===== src/rtl/note_voice_mixer.sv =====
// Four-voice square-wave mixer driven by APU note codes.
// Each voice has a phase accumulator and a linear-decay envelope; the mix is emitted once per sample tick.
module note_voice_mixer #(
  parameter int          CLK_DIV     = 4,
  parameter logic [15:0] BASE_INC    = 16'd256,
  parameter int          DECAY_TICKS = 8
) (
  input  logic       clk,
  input  logic       reset,
  input  logic       note_clk,
  input  logic [3:0] t0_me,
  input  logic [3:0] t1_me,
  input  logic [3:0] t2_me,
  input  logic [3:0] t3_me,
  input  logic       mute,
  output logic [7:0] sample_out,
  output logic       sample_valid,
  output logic [3:0] voice_active
);

  localparam int CW = (CLK_DIV > 1) ? $clog2(CLK_DIV) : 1;
  localparam int DW = (DECAY_TICKS > 1) ? $clog2(DECAY_TICKS) : 1;
  localparam logic [CW-1:0] DIV_LAST = CW'(CLK_DIV - 1);
  localparam logic [DW-1:0] DEC_LAST = DW'(DECAY_TICKS - 1);

  logic          note_clk_q;
  logic [CW-1:0] div_q, div_d;
  logic          tick, latch;
  logic          tick_q;
  logic          valid_q;
  logic [7:0]    sample_q, sample_d;
  logic signed [7:0] mix;

  logic [3:0]    note_in [4];
  logic [3:0]    n_q [4];
  logic [3:0]    n_d [4];
  logic [15:0]   p_q [4];
  logic [15:0]   p_d [4];
  logic [3:0]    e_q [4];
  logic [3:0]    e_d [4];
  logic [DW-1:0] d_q [4];
  logic [DW-1:0] d_d [4];

  assign note_in[0] = t0_me;
  assign note_in[1] = t1_me;
  assign note_in[2] = t2_me;
  assign note_in[3] = t3_me;

  assign latch = note_clk & ~note_clk_q;
  assign tick  = (div_q == DIV_LAST);
  assign div_d = tick ? '0 : div_q + CW'(1);

  // Rest and onset take priority over the tick; a repeated code falls through and ticks normally.
  always_comb begin
    for (int v = 0; v < 4; v++) begin
      n_d[v] = n_q[v];
      p_d[v] = p_q[v];
      e_d[v] = e_q[v];
      d_d[v] = d_q[v];
      if (latch && (note_in[v] == 4'd0)) begin
        n_d[v] = 4'd0;
        p_d[v] = 16'd0;
        e_d[v] = 4'd0;
      end else if (latch && (note_in[v] != n_q[v])) begin
        n_d[v] = note_in[v];
        p_d[v] = 16'd0;
        e_d[v] = 4'd15;
        d_d[v] = '0;
      end else if (tick && (n_q[v] != 4'd0)) begin
        p_d[v] = p_q[v] + 16'({12'd0, n_q[v]} * BASE_INC);
        if (e_q[v] != 4'd0) begin
          if (d_q[v] == DEC_LAST) begin
            d_d[v] = '0;
            e_d[v] = e_q[v] - 4'd1;
          end else begin
            d_d[v] = d_q[v] + DW'(1);
          end
        end
      end
    end
  end

  always_comb begin
    mix = 8'sd0;
    for (int v = 0; v < 4; v++) begin
      if (n_q[v] != 4'd0) begin
        if (p_q[v][15]) mix = mix + $signed({4'd0, e_q[v]});
        else            mix = mix - $signed({4'd0, e_q[v]});
      end
    end
    sample_d = mute ? 8'd0 : mix;
  end

  always_comb begin
    voice_active = 4'd0;
    for (int v = 0; v < 4; v++) begin
      voice_active[v] = (n_q[v] != 4'd0) && (e_q[v] != 4'd0);
    end
  end

  always_ff @(posedge clk or negedge reset) begin
    if (!reset) begin
      note_clk_q <= 1'b0;
      div_q      <= '0;
      tick_q     <= 1'b0;
      valid_q    <= 1'b0;
      sample_q   <= 8'd0;
      for (int v = 0; v < 4; v++) begin
        n_q[v] <= 4'd0;
        p_q[v] <= 16'd0;
        e_q[v] <= 4'd0;
        d_q[v] <= '0;
      end
    end else begin
      note_clk_q <= note_clk;
      div_q      <= div_d;
      tick_q     <= tick;
      valid_q    <= tick_q;
      if (tick_q) sample_q <= sample_d;
      for (int v = 0; v < 4; v++) begin
        n_q[v] <= n_d[v];
        p_q[v] <= p_d[v];
        e_q[v] <= e_d[v];
        d_q[v] <= d_d[v];
      end
    end
  end

  assign sample_out   = sample_q;
  assign sample_valid = valid_q;

endmodule


===== config.mk =====
export PLATFORM = sky130hd
export DESIGN_NAME = note_voice_mixer
export DESIGN_NICKNAME = d
export VERILOG_FILES = /design/src/rtl/note_voice_mixer.sv
export SDC_FILE = /design/constraint.sdc
export NUM_CORES = 1
export LEC_CHECK = 0
export CORE_UTILIZATION = 40
export DETAILED_ROUTE_END_ITERATION = 10
export HOLD_SLACK_MARGIN = 0.1
export PLACE_DENSITY = 0.61
export SLEW_MARGIN = 0
export SYNTH_ARGS = -nofsm -noshare
export SYNTH_HDL_FRONTEND = slang
export SYNTH_SLANG_ARGS = --single-unit

===== constraint.sdc =====
create_clock -name clk -period 7 [get_ports clk]
set_input_delay 1.4 -clock clk [delete_from_list [all_inputs] [get_ports clk]]
set_output_delay 1.4 -clock clk [all_outputs]
set_load 0.005 [all_outputs]

Word-level counts from Yosys, hierarchy flattened
Cells that the tools add are included.

word-level totals
  memories kept = 0
  bits of input ports = 20
  flip-flop bits (word level) = 121
  latch bits = 0
  bits in read-only memories = 0
  bits in writable memories = 0

operators by class
  $mul = 0
  muxes and demuxes = 66
  reduce and logical (&&, ||, !) cells = 60
  equality and inequality tests = 9
  order comparisons = 0
  div/mod/pow operators = 0
  shift operators = 0
  bitwise operators = 6
  add/subtract/negate cells = 20

operators by type and width
  cell                                               number
  2-to-1 mux 16 bit                                  12
  2-to-1 mux 4 bit                                   28
  2-to-1 mux 8 bit                                   9
  adder 16 x 12 -> 16 bit                            4
  2-to-1 mux 3 bit                                   16
  nonzero test 3 bit                                 12
  nonzero test 4 bit                                 8
  adder 8 x 5 -> 8 bit                               3
  AND reduction 3 bit                                8
  nonzero test 2 bit                                 12
  subtractor 8 x 5 -> 8 bit                          3
  logical AND 1 bit                                  16
  logical NOT 4 bit                                  4
  inequality test 4 bit                              4
  subtractor 4 x 1 -> 4 bit (second input constant)  4
  adder 3 x 1 -> 3 bit (second input constant)       4
  equality test 3 bit (second input constant)        4
  inverter 1 bit                                     5
  subtractor 1 x 4 -> 5 bit (first input constant)   1
  adder 2 x 1 -> 2 bit (second input constant)       1
  equality test 2 bit (second input constant)        1
  2-to-1 mux 2 bit                                   1
  bitwise AND 1 bit                                  1

Depth between registers and ports, before layout
Gate-level depths: netlist (run 1).

  depth in word-level cells = 13
  gate-level depth with buffers = 24
  mapped depth without buffers = 24

Worst setup path before layout (run 1)
Ideal clock, no wire load.

  path type = reg-to-reg
  from = reg n_q[13] in the netlist's numbering
  to = reg sample_q[7], in the netlist sample_out[7]
  clock period less this slack = 5.076 ns
  path slack = 1.924 ns
  data required time = 6.920 ns
  arrival = 4.997 ns
  stages on the path, launching flop included = 22
  cells stage by stage = dfrtp_1 -> nor4_4 -> nor2_1 -> ha_1 -> fa_1 -> a21o_1 -> a211o_1 -> a21o_1 -> a211o_1 -> o21ai_0 -> ha_1 -> o211a_1 -> nor4_1 -> a21oi_1 -> ha_1 -> and2_1 -> nor3_1 -> a2111o_1 -> and3_1 -> a311oi_2 -> xnor3_1 -> o22ai_2

on the way
  longest elaborated chain between the ends = 12
  elaborated cells on any way between the ends = 15
  those cells by class = 6 x add/sub; 8 x mux; 1 x reduce/logical

ends and longest elaborated chain
  what                                                               line    text
  start, declared                                                    35      logic [3:0] n_q [4];
  start signal, assigned by index                                    121     n_q[v] <= n_d[v];
  nonzero test 4 bit *                                               86      if (n_q[v] != 4'd0) begin
  2-to-1 mux 8 bit *                                                 86
  subtractor 8 x 5 -> 8 bit or adder 8 x 5 -> 8 bit (tied branches)  88, 87
  2-to-1 mux 8 bit                                                   87      if (p_q[v][15]) mix = mix + $signed({4'd0, e_q[v]});
  2-to-1 mux 8 bit *                                                 86
  subtractor 8 x 5 -> 8 bit or adder 8 x 5 -> 8 bit (tied branches)  88, 87
  2-to-1 mux 8 bit                                                   87
  2-to-1 mux 8 bit *                                                 86
  subtractor 8 x 5 -> 8 bit or adder 8 x 5 -> 8 bit (tied branches)  88, 87
  2-to-1 mux 8 bit                                                   87
  2-to-1 mux 8 bit *                                                 86
  2-to-1 mux 8 bit *                                                 91      sample_d = mute ? 8'd0 : mix;
  end signal, assigned                                               119     if (tick_q) sample_q <= sample_d;
  end, declared                                                      31      logic [7:0] sample_q, sample_d;

Mark *: on every way between the ends. The rest lies on a longest branch, timed or not.
A chain may end at the register's enable or synchronous reset.

Worst setup path in the final report (run 1)
Same ends and word-level chain as after synthesis.

==> metrics.csv, run 1 <==
stage,metric,value,unit
outcome,outcome,finished clean,
die,overall_die_width,125,um
run,cap_viol_max_count,0,
synthesis,synthesis.instances,629,
cells_and_area,fin_nets,740,
global_routing,grt.total_usage,17.5,%
sta,finClkSkew,4.32,ps
drt,via_per_inst,5.40,
die,floorplan.die_area,15500,sq um
cells_and_area,layout_commonest_cell,sky130_fd_sc_hd__dfrtp_1,
cells_and_area,final_cell_mix,"89 x sky130_fd_sc_hd__dfrtp_1, 69 x sky130_fd_sc_hd__nor2_1, 60 x sky130_fd_sc_hd__a21oi_1",
worst_setup_path,max_fanout_on_critical_path,8,
worst_setup_path,critical_path_required,7270,ps
synthesis,synth_enable_flop_cells,0,
placed_design,port_buffers,32,
drt,post_drt_wl_per_cell,14.9,um
sta,layout_worst_path_cycle_share,80.1,%
synthesis,postSynth.asyncResetShare,100,%
clocking,post_cts_resized,0,
sta,finalSetupTns,0,ps
global_routing,pin_count_of_the_biggest_net_entering_global_routing,58,
placed_design,gp_routability_congestion,0.844,
clocking,holdBufCountCts,0,
worst_setup_path,timing.critical_path.from_type,flop,
synthesis,syn_area_per_cell,9.57,sq um
clocking,cts_sinks,89,
worst_setup_path,max_stage_delay,490,ps
clocking,ctsRootBufferMaster,sky130_fd_sc_hd__clkbuf_16,
sta,tightest_slew,1190,ps
power_and_ir_drop,power_per_cell_area,301,nW/um^2
sta,timing.fmax,178,MHz
drt,drt_first_iter_violations,193,
die,floorplan.core_area,14600,sq um
sta,final_number_of_hold_violating_endpoints,0,
drt,final_antenna_net_count,0,
drt,vias,4590,
cells_and_area,area_delta_synth_final,13.7,%
global_routing,global_route.overflow_total,0,
cells_and_area,diodes,0,
sta,slew_viol_final,0,
synthesis,synth.lib_cells_used.distinct,52,
sta,fin_crit,5610,ps
die,num_io_pins,33,
synthesis,synthesis.nets,708,
synthesis,ys_warn_count,0,
die,initial_core_util,41.3,%
cells_and_area,n_fill_cell,1310,
global_routing,grt_antenna_before_repair,0,
worst_hold_path,hold_critical_path_depth,1,
die,die_y,125,um
cells_and_area,share_of_post_route_cells_with_drive_strength_above_1,8.11,%
die,std_cell_rows,44,
clocking,insertion_delay,350,ps
clocking,htree_levels,3,
worst_setup_path,crit_type,reg -> reg,
worst_setup_path,path_common_cell,sky130_fd_sc_hd__ha_1,
worst_setup_path,critPathCaptureType,flop,
worst_setup_path,crit_chain,"nor4_4, nor2_1, ha_1, fa_1, a21o_1, a211o_1, a21o_1, a211o_1, o21ai_0, ha_1, nor4_1, nor4_1, a21oi_1, ha_1, and2_1, nor3_1, a31oi_1, and3_1, a311oi_2, xnor3_1, o22ai_2",
power_and_ir_drop,power_leakage,3.23,nW
synthesis,ys_seq_elements,89,
synthesis,synth.yosys.seq_area_share,37.0,%
sta,setup_viol,0,
worst_hold_path,hold_class,reg -> reg,
drt,drt_drc_violations_left,0,
clocking,cts_buffer_depth,2,
sta,setup_slack,1390,ps
synthesis,synthesis.area,6020,sq um
global_routing,grt_pass1_wl,22100,um
power_and_ir_drop,total_power,2.06,mW
clocking,cts_tree,built,
sta,max-slew-margin-rel,19.8,%
clocking,post-cts-setup-buffer-count,0,
drt,detail_route.first_pass.iterations,4,
power_and_ir_drop,vdd_drop_max,187,uV
placed_design,place_hpwl,9380,um
sta,rsz0062_at_grt,false,
global_routing,via_count_of_the_first_global_routing_pass,4601,
synthesis,ys.flop_type,sky130_fd_sc_hd__dfrtp_1,
worst_setup_path,rr_worst_depth,21,
placed_design,placement_stage_worst_setup_slack,1450,ps
clocking,clkTransAtPathRegs,60,ps
worst_setup_path,worstPathArrival,5880,ps
drt,route.final.wire_length,12700,um
clocking,cts-buffers-inserted,9,
worst_setup_path,critical-path-slowest-cell,sky130_fd_sc_hd__dfrtp_1,
-- final cells by class --
type                            instances  area, sq um  area share, %
Inverter                               24         90.1           1.32
Multi-Input combinational cell        499         3630           53.1
Tap cell                              184          230           3.37
Clock buffer                           10          239           3.49
Clock inverter                          6         57.6          0.841
Timing Repair Buffer                   38          363           5.30
Sequential cell                        89         2230           32.6
-- kinds of logic after synthesis --
family | count (synthesis) | synth area share [%]
DFF | 89 | 37.0
adders and majority gates | 59 | 13.1
muxes | 28 | 5.14
and+or+nand+nor | 194 | 15.3
AOI/OAI and AO/OA | 150 | 16.6
xor gates and xnor gates | 68 | 10.1
buffers and inverters | 41 | 2.72
-- cells in the mapped netlist, types with 5 or more instances --
cell type,count,share of area (%)
sky130_fd_sc_hd__and2_1,8,0.83
sky130_fd_sc_hd__nor2b_1,7,0.73
sky130_fd_sc_hd__nand2_1,50,3.1
sky130_fd_sc_hd__xor2_1,37,5.4
sky130_fd_sc_hd__inv_1,24,1.5
sky130_fd_sc_hd__o21ai_0,19,1.6
sky130_fd_sc_hd__xnor2_1,30,4.4
sky130_fd_sc_hd__nor3_1,10,0.83
sky130_fd_sc_hd__o211a_1,5,0.83
sky130_fd_sc_hd__nor2_1,69,4.3
sky130_fd_sc_hd__nor4_1,7,0.73
sky130_fd_sc_hd__a211oi_1,5,0.62
sky130_fd_sc_hd__mux2i_1,5,0.83
sky130_fd_sc_hd__a21oi_1,60,5.0
sky130_fd_sc_hd__o22ai_1,5,0.52
sky130_fd_sc_hd__ha_1,52,11
sky130_fd_sc_hd__nand3_1,16,1.3
sky130_fd_sc_hd__fa_1,7,2.3
sky130_fd_sc_hd__or4_1,5,0.62
sky130_fd_sc_hd__a22o_1,12,1.7
sky130_fd_sc_hd__dfrtp_1,89,37
sky130_fd_sc_hd__a21o_1,19,2.4
sky130_fd_sc_hd__clkbuf_1,14,0.87
sky130_fd_sc_hd__mux2_2,22,4.1
-- sequential cells by signal, indices dropped and copies added (netlist names) --
| name | flops |
|---|---|
| d_q | 12 |
| div_q | 2 |
| e_q | 16 |
| n_q | 16 |
| note_clk_q | 1 |
| p_q | 32 |
| sample_out | 8 |
| sample_valid | 1 |
| tick_q | 1 |
-- worst paths after layout --
path / from / slack (ps) / endpoint
min in group asynchronous: reset / 990 / p_q[41]$_DFFE_PN0P_
setup reg to reg: n_q[13]$_DFFE_PN0P_ / 1390 / sample_out[7]$_DFFE_PN0P_
hold / removal: div_q[0]$_DFF_PN0_ / 420 / div_q[0]$_DFF_PN0_
setup / recovery: n_q[13]$_DFFE_PN0P_ / 1390 / sample_out[7]$_DFFE_PN0P_
max in group asynchronous: reset / 4920 / p_q[12]$_DFFE_PN0P_
hold reg to reg: div_q[0]$_DFF_PN0_ / 420 / div_q[0]$_DFF_PN0_
-- power by group --
| part | switching, mW | leakage (nW) | internal, mW | total [mW] |
|---|---|---|---|---|
| logic | 0.437 | 2.00 | 0.441 | 0.878 |
| clock network | 0.201 | 0.148 | 0.284 | 0.485 |
| registers | 0.0905 | 1.09 | 0.609 | 0.699 |
-- routing by layer --
| layer | global-route usage [%] | share of wire (%) | up-vias |
|---|---|---|---|
| met5 | 0 | 0 | - |
| met4 | 5.03 | 1.2 | 0 |
| met3 | 3.74 | 3.3 | 12 |
| met2 | 29.1 | 47 | 71 |
| met1 | 22.7 | 48 | 2211 |
| li1 | - | - | 2296 |
-- per-stage QoR --
stage                     instance area, sq um  utilization (%)  std cells  hold WS (ps)
after floorplan                           6020                -        629           403
after global placement                    6540             44.9        834           414
after detailed placement                  6540             44.9        834           419
after CTS                                 6840             46.9        850           428
after global routing                      6840             46.9        850           449
final                                     6840             46.9        850           424
-- critical path: cells and delay by family, from the launching register on --
kind	cells	cell delay (ps)
flops	1	490
fa+ha+maj	4	1260
simple gates	7	1670
xor+xnor	1	370
compound gates	9	1760
(Power assumes the default switching activity.)
==> run 2: changes to the inputs <==
- clock period: 7 -> 5.5 ns (I/O delays scaled with it)
==> run 2 against run 1 <==
Against the previous run: clock power up 22%; critical path depth unchanged; critical endpoint unchanged; sequential share of layout area down 0.27 points; register-to-register slack worse by 1200 ps; die area unchanged; routed wire length up 2.2%; cell count up 0.24%; via count up 0.61%.
==> metrics.csv, run 2 (synthesis gave the netlist of run 1 again) <==
stage,metric,value,unit,change
drt,final_antenna_net_count,0,,unchanged
die,initial_core_util,41.3,%,unchanged
worst_hold_path,hold_class,reg -> reg,,
sta,setup_viol,0,,unchanged
global_routing,pin_count_of_the_biggest_net_entering_global_routing,63,,+8.6%
sta,layout_worst_path_cycle_share,95.7,%,+16 points
drt,post_drt_wl_per_cell,15.2,um,+1.9%
die,die_y,125,um,unchanged
worst_setup_path,max_fanout_on_critical_path,7,,-1
drt,vias,4618,,+0.61%
placed_design,place_hpwl,9750,um,+3.9%
power_and_ir_drop,power_leakage,3.25,nW,+0.47%
drt,detail_route.first_pass.iterations,4,,unchanged
run,cap_viol_max_count,0,,unchanged
drt,drt_drc_violations_left,0,,unchanged
sta,finClkSkew,7.57,ps,+3.25 ps
clocking,ctsRootBufferMaster,sky130_fd_sc_hd__clkbuf_16,,
global_routing,grt_pass1_wl,22800,um,+3.3%
clocking,insertion_delay,340,ps,about the same
cells_and_area,max_flop_register,p_q,,
worst_setup_path,crit_type,reg -> reg,,
sta,slew_viol_final,0,,unchanged
cells_and_area,diodes,0,,unchanged
worst_setup_path,critPathCaptureType,flop,,
die,std_cell_rows,44,,unchanged
worst_setup_path,worstPathArrival,5530,ps,-350 ps
cells_and_area,area_delta_synth_final,14.7,%,
sta,fin_crit,5260,ps,-347 ps
sta,timing.fmax,190,MHz,+6.6%
outcome,outcome,finished clean,,
die,num_io_pins,33,,unchanged
placed_design,port_buffers,32,,unchanged
cells_and_area,multi_input_area,3670,sq um,+1.1%
power_and_ir_drop,power_per_cell_area,382,nW/um^2,+27%
sta,fin_worst_hold_slack,426,ps,+1.32 ps
die,floorplan.core_area,14600,sq um,unchanged
cells_and_area,layout.area.seq,2230,sq um,about the same
cells_and_area,final_cell_mix,"88 x sky130_fd_sc_hd__dfrtp_1, 68 x sky130_fd_sc_hd__nor2_1, 59 x sky130_fd_sc_hd__a21oi_1",,
cells_and_area,fin_nets,746,,+0.81%
global_routing,grt.total_usage,18.0,%,+0.49 points
drt,route.final.wire_length,13000,um,+2.2%
worst_setup_path,critical_path_required,5760,ps,-1510 ps
sta,tightest_slew,934,ps,-258 ps
global_routing,via_count_of_the_first_global_routing_pass,4891,,+6.3%
clocking,cts_buffer_depth,2,,unchanged
placed_design,gp_routability_congestion,0.904,,+7.1%
die,overall_die_width,125,um,unchanged
clocking,cts_sinks,89,,unchanged
die,floorplan.die_area,15500,sq um,unchanged
cells_and_area,largest_register_ffs,32,,unchanged
power_and_ir_drop,vdd_drop_max,247,uV,+32%
global_routing,global_route.overflow_total,0,,unchanged
clocking,cts_tree,built,,
sta,max-slew-margin-rel,37.6,%,+18 points
drt,via_per_inst,5.42,,+0.37%
cells_and_area,share_of_post_route_cells_with_drive_strength_above_1,9.73,%,+1.6 points
clocking,htree_levels,3,,unchanged
cells_and_area,largestRegisters,"p_q x32, e_q x16, n_q x16",,
clocking,clkTransAtPathRegs,60,ps,about the same
drt,drt_first_iter_violations,182,,-5.7%
global_routing,grt_antenna_before_repair,0,,unchanged
cells_and_area,layout_commonest_cell,sky130_fd_sc_hd__dfrtp_1,,
cells_and_area,n_fill_cell,1366,,+4.3%
sta,final_number_of_hold_violating_endpoints,0,,unchanged
worst_setup_path,timing.critical_path.from_type,flop,,
sta,finalSetupTns,0,ps,unchanged
clocking,cts-buffers-inserted,9,,unchanged
## run 2: cell types whose count changed in the layout (fill, tap and decap cells not counted), moves of 2 or more
| cell | previous run | this run |
|---|---|---|
| sky130_fd_sc_hd__clkinv_2 | 4 | 0 |
| sky130_fd_sc_hd__nor3_1 | 10 | 8 |
| sky130_fd_sc_hd__buf_4 | 7 | 13 |
| sky130_fd_sc_hd__nor3_2 | 0 | 2 |
## run 2: layout make-up
class / count / area share, %
Clock buffer: 11 / 3.52
Clock inverter: 1 / 0.435
Inverter: 24 / 1.31
Multi-Input combinational cell: 499 / 53.2
Sequential cell: 89 / 32.3
Tap cell: 184 / 3.34
Timing Repair Buffer: 44 / 5.91
## run 2: timing repair
action                                  CTS  global route
setup buffers                             0             2
hold buffers                              0             0
endpoints found under the setup margin    0             1
resized for setup                         0            11
hold endpoints to repair                  0             0
## run 2: per-layer routing
layer	vias to the layer above	track usage [%]	part of all wire, %
li1	2305	-	-
met1	2231	22.1	47
met4	0	5.32	1.5
met2	66	31.3	49
met3	16	3.78	3.1
met5	-	0	0
## run 2: path summary, 6_finish.rpt
path / from / to / slack [ps] / cells after the start
hold reg to reg: div_q[0]$_DFF_PN0_ / div_q[0]$_DFF_PN0_ / 430 / 1
setup / recovery: n_q[12]$_DFFE_PN0P_ / sample_out[7]$_DFFE_PN0P_ / 240 / 21
max in group asynchronous: reset / n_q[12]$_DFFE_PN0P_ / 3680 / 2
setup reg to reg: n_q[12]$_DFFE_PN0P_ / sample_out[7]$_DFFE_PN0P_ / 240 / 21
hold / removal: div_q[0]$_DFF_PN0_ / div_q[0]$_DFF_PN0_ / 430 / 1
min in group asynchronous: reset / p_q[42]$_DFFE_PN0P_ / 670 / 1
## run 2: where the power goes
group	internal (mW)	switching, mW
logic	0.576	0.574
clock network	0.354	0.239
registers	0.775	0.116
total	1.71	0.928
## run 2: worst max-delay path: stages, from the launching register on
cell and delay [ps]:
sky130_fd_sc_hd__dfrtp_2 450, sky130_fd_sc_hd__nor4_4 380, sky130_fd_sc_hd__nor2_1 110, sky130_fd_sc_hd__ha_1 230, sky130_fd_sc_hd__fa_1 400, sky130_fd_sc_hd__a21o_1 190
sky130_fd_sc_hd__a211o_1 290, sky130_fd_sc_hd__a21o_1 180, sky130_fd_sc_hd__a211o_1 310, sky130_fd_sc_hd__o21ai_0 90, sky130_fd_sc_hd__ha_2 350, sky130_fd_sc_hd__nor4_1 350
sky130_fd_sc_hd__nor4_2 90, sky130_fd_sc_hd__a21oi_1 180, sky130_fd_sc_hd__ha_1 290, sky130_fd_sc_hd__and2_4 180, sky130_fd_sc_hd__nor3_2 210, sky130_fd_sc_hd__a31oi_1 100
sky130_fd_sc_hd__and3_1 210, sky130_fd_sc_hd__a311oi_2 250, sky130_fd_sc_hd__xnor3_1 260, sky130_fd_sc_hd__o22ai_2 90
## run 2: per-stage QoR
stage	util [%]	power, mW	cells	setup WS, ps	cell area [sq um]
after floorplan	-	1.73	629	424	6020
after global placement	45.1	1.97	838	237	6570
after detailed placement	45.1	2.02	838	116	6570
after CTS	46.9	2.63	850	100	6850
after global routing	47.3	2.84	852	-82.1	6900
final	47.3	2.63	852	238	6900
==> RTL change (config.mk and constraints of run 2) <==
Change the parameter `DECAY_TICKS` from 8 to 16.
--- a/src/rtl/note_voice_mixer.sv
+++ b/src/rtl/note_voice_mixer.sv
@@ -5,3 +5,3 @@
   parameter logic [15:0] BASE_INC    = 16'd256,
-  parameter int          DECAY_TICKS = 8
+  parameter int          DECAY_TICKS = 16
 ) (
Check against the original RTL: same outputs for any inputs over 4 cycles, from zero or initial values and one cycle with reset low; that may be too few to reach the edited logic, so the function may still have changed.
==> RTL change against run 2 <==
Cell area grew 3.8%. Critical path depth is the same. Fmax grew 1.7%. Routed wire length grew 1.8%. Total power grew 4.8%. Setup slack gained 88 ps. Synthesized area grew 4.5%. Sequential cell count grew 4. First-iteration DRC count grew 29%. Synthesized cell count grew 4.9%.
==> RTL change: results (changes against run 2) <==
- Post-place instance area: 6850 um2 (+4.2%)
- Synth async-reset ratio: 100% (unchanged)
- Router iterations before antenna repair: 4 (unchanged)
- DR vias/cell: 5.29 (-2.3%)
- Clock latency on the worst-skew pair: 360 ps (+20 ps)
- Signal inverters: 25 (+4.2%)
- Flip-flop and latch count: 93 (+4.5%)
- Status: complete, no violations
- Syn Nets: 735 (+3.8%)
- Fillers: 1415 (+3.6%)
- Commonest cells in the netlist: dfrtp_1, nor2_1, a21oi_1
- WL/cell: 14.5 um (-4.4%)
- Warnings from Yosys: 0 (unchanged)
- First-pass GRT wire length: 23.4 mm (+2.6%)
- Slowest CP cell: or4_1
- Register clock-pin slew on the reported worst setup and hold paths: 70 ps
- Critical Path Source: e_q[12]$_DFFE_PN0P_
- Clk buf depth: 2 (unchanged)
- Multi-input gate area: 3820 um2 (+3.9%)
- Post-synth cell types: 54 (+3.8%)
- Reg area: 2330 um2 (+4.4%)
- Clock-cell share: 3.95% (about the same)
- Tmin final: 5170 ps (-88.0 ps)
- Setup Slack @ Placement: 167 ps (+50.8 ps)
- Vias in the first global route: 4915 (+0.49%)
- Root Driver: clkbuf_16
- Via count: 4801 (+4.0%)
- Power Dens Cells: 385 nW/um2 (+0.95%)
- Share of cells above drive strength 1: 9.48% (-0.25 points)
- Worst Setup EP: sample_out[7]$_DFFE_PN0P_
- Biggest register: p_q
- Worst Hold End: div_q[0]$_DFF_PN0_
- Synth Area per Inst: 9.53 um2 (-0.40%)
- 1st-iter DRT viols: 235 (+29%)
- Max VDD drop: 0.168 mV (-32%)
- Post-layout nets: 767 (+2.8%)
- Placer congestion estimate: 0.876 (-3.1%)
- Pin count of the biggest net entering global routing: 49 (-22%)
- HP Start: div_q[0]$_DFF_PN0_
- Setup bufs post-CTS: 0 (unchanged)
- Tap cells: 211 (+15%)
- Final HPWL DP: 9.81 mm (+0.64%)
- Top cells by area, synth: dfrtp_1, ha_1, xor2_1, xnor2_1, a21oi_1
- Worst Reg2Reg Path Length in Cells: 21 (unchanged)
- Sequential share of the synthesized area: 37.0% (about the same)
- Non-clock buffer share: 5.28% (-0.63 points)
- Top delay family on crit path: compound AO/OA/AOI/OAI gates
- Diodes inserted: 0 (unchanged)
- Clock Skew: 8.93 ps (+1.36 ps)
- Non-CTS buffers: 40 (-9.1%)
- R2r setup slk: 330 ps (+90 ps)
- P_leak: 3.18 nW (-2.1%)
- Hold slack: 430 ps (+4.42 ps)
- Slew @ Worst Pin: 836 ps (-98.1 ps)
- Crit path DAT: 5400 ps (-130 ps)
- Cell count after placement: 892 (+6.4%)
- Crit-path max cell delay: 490 ps (+40 ps)
- GRT Overall Usage: 18.2% (+0.26 points)
- Multi-input gates: 523 (+4.8%)
- Worst-path fanout max: 5 (-2)
==> RTL change: cell count changes after synthesis, sizes merged, moves of 5 or more <==
cell           run 2  this run
a21oi             60        55
a22o              12         0
and2               8         1
buf                2        13
clkbuf            15         6
nand2             50        55
nor2              70        62
nor2b              7        14
o21ai             19        50
==> RTL change: metal layers <==
metal	part of all wire (%)	vias to the layer above	GRT usage, %
met5	0	-	0
met4	2.4	0	8.05
met3	2.7	19	3.14
met2	47	54	30.6
met1	48	2322	23.0
li1	-	2406	-
==> RTL change: cells by family after synthesis <==
family	share of synthesized area (%)
and+or+nand+nor	15.4
muxes	5.63
AOI/OAI and AO/OA	17.5
xor gates and xnor gates	9.83
adders and majority gates	11.8
buffers and inverters	2.88
DFF	37.0
==> RTL change: power breakdown <==
part | internal (mW) | switching [mW]
sequential | 0.839 | 0.161
clock | 0.349 | 0.265
combinational | 0.579 | 0.566
total | 1.77 | 0.992
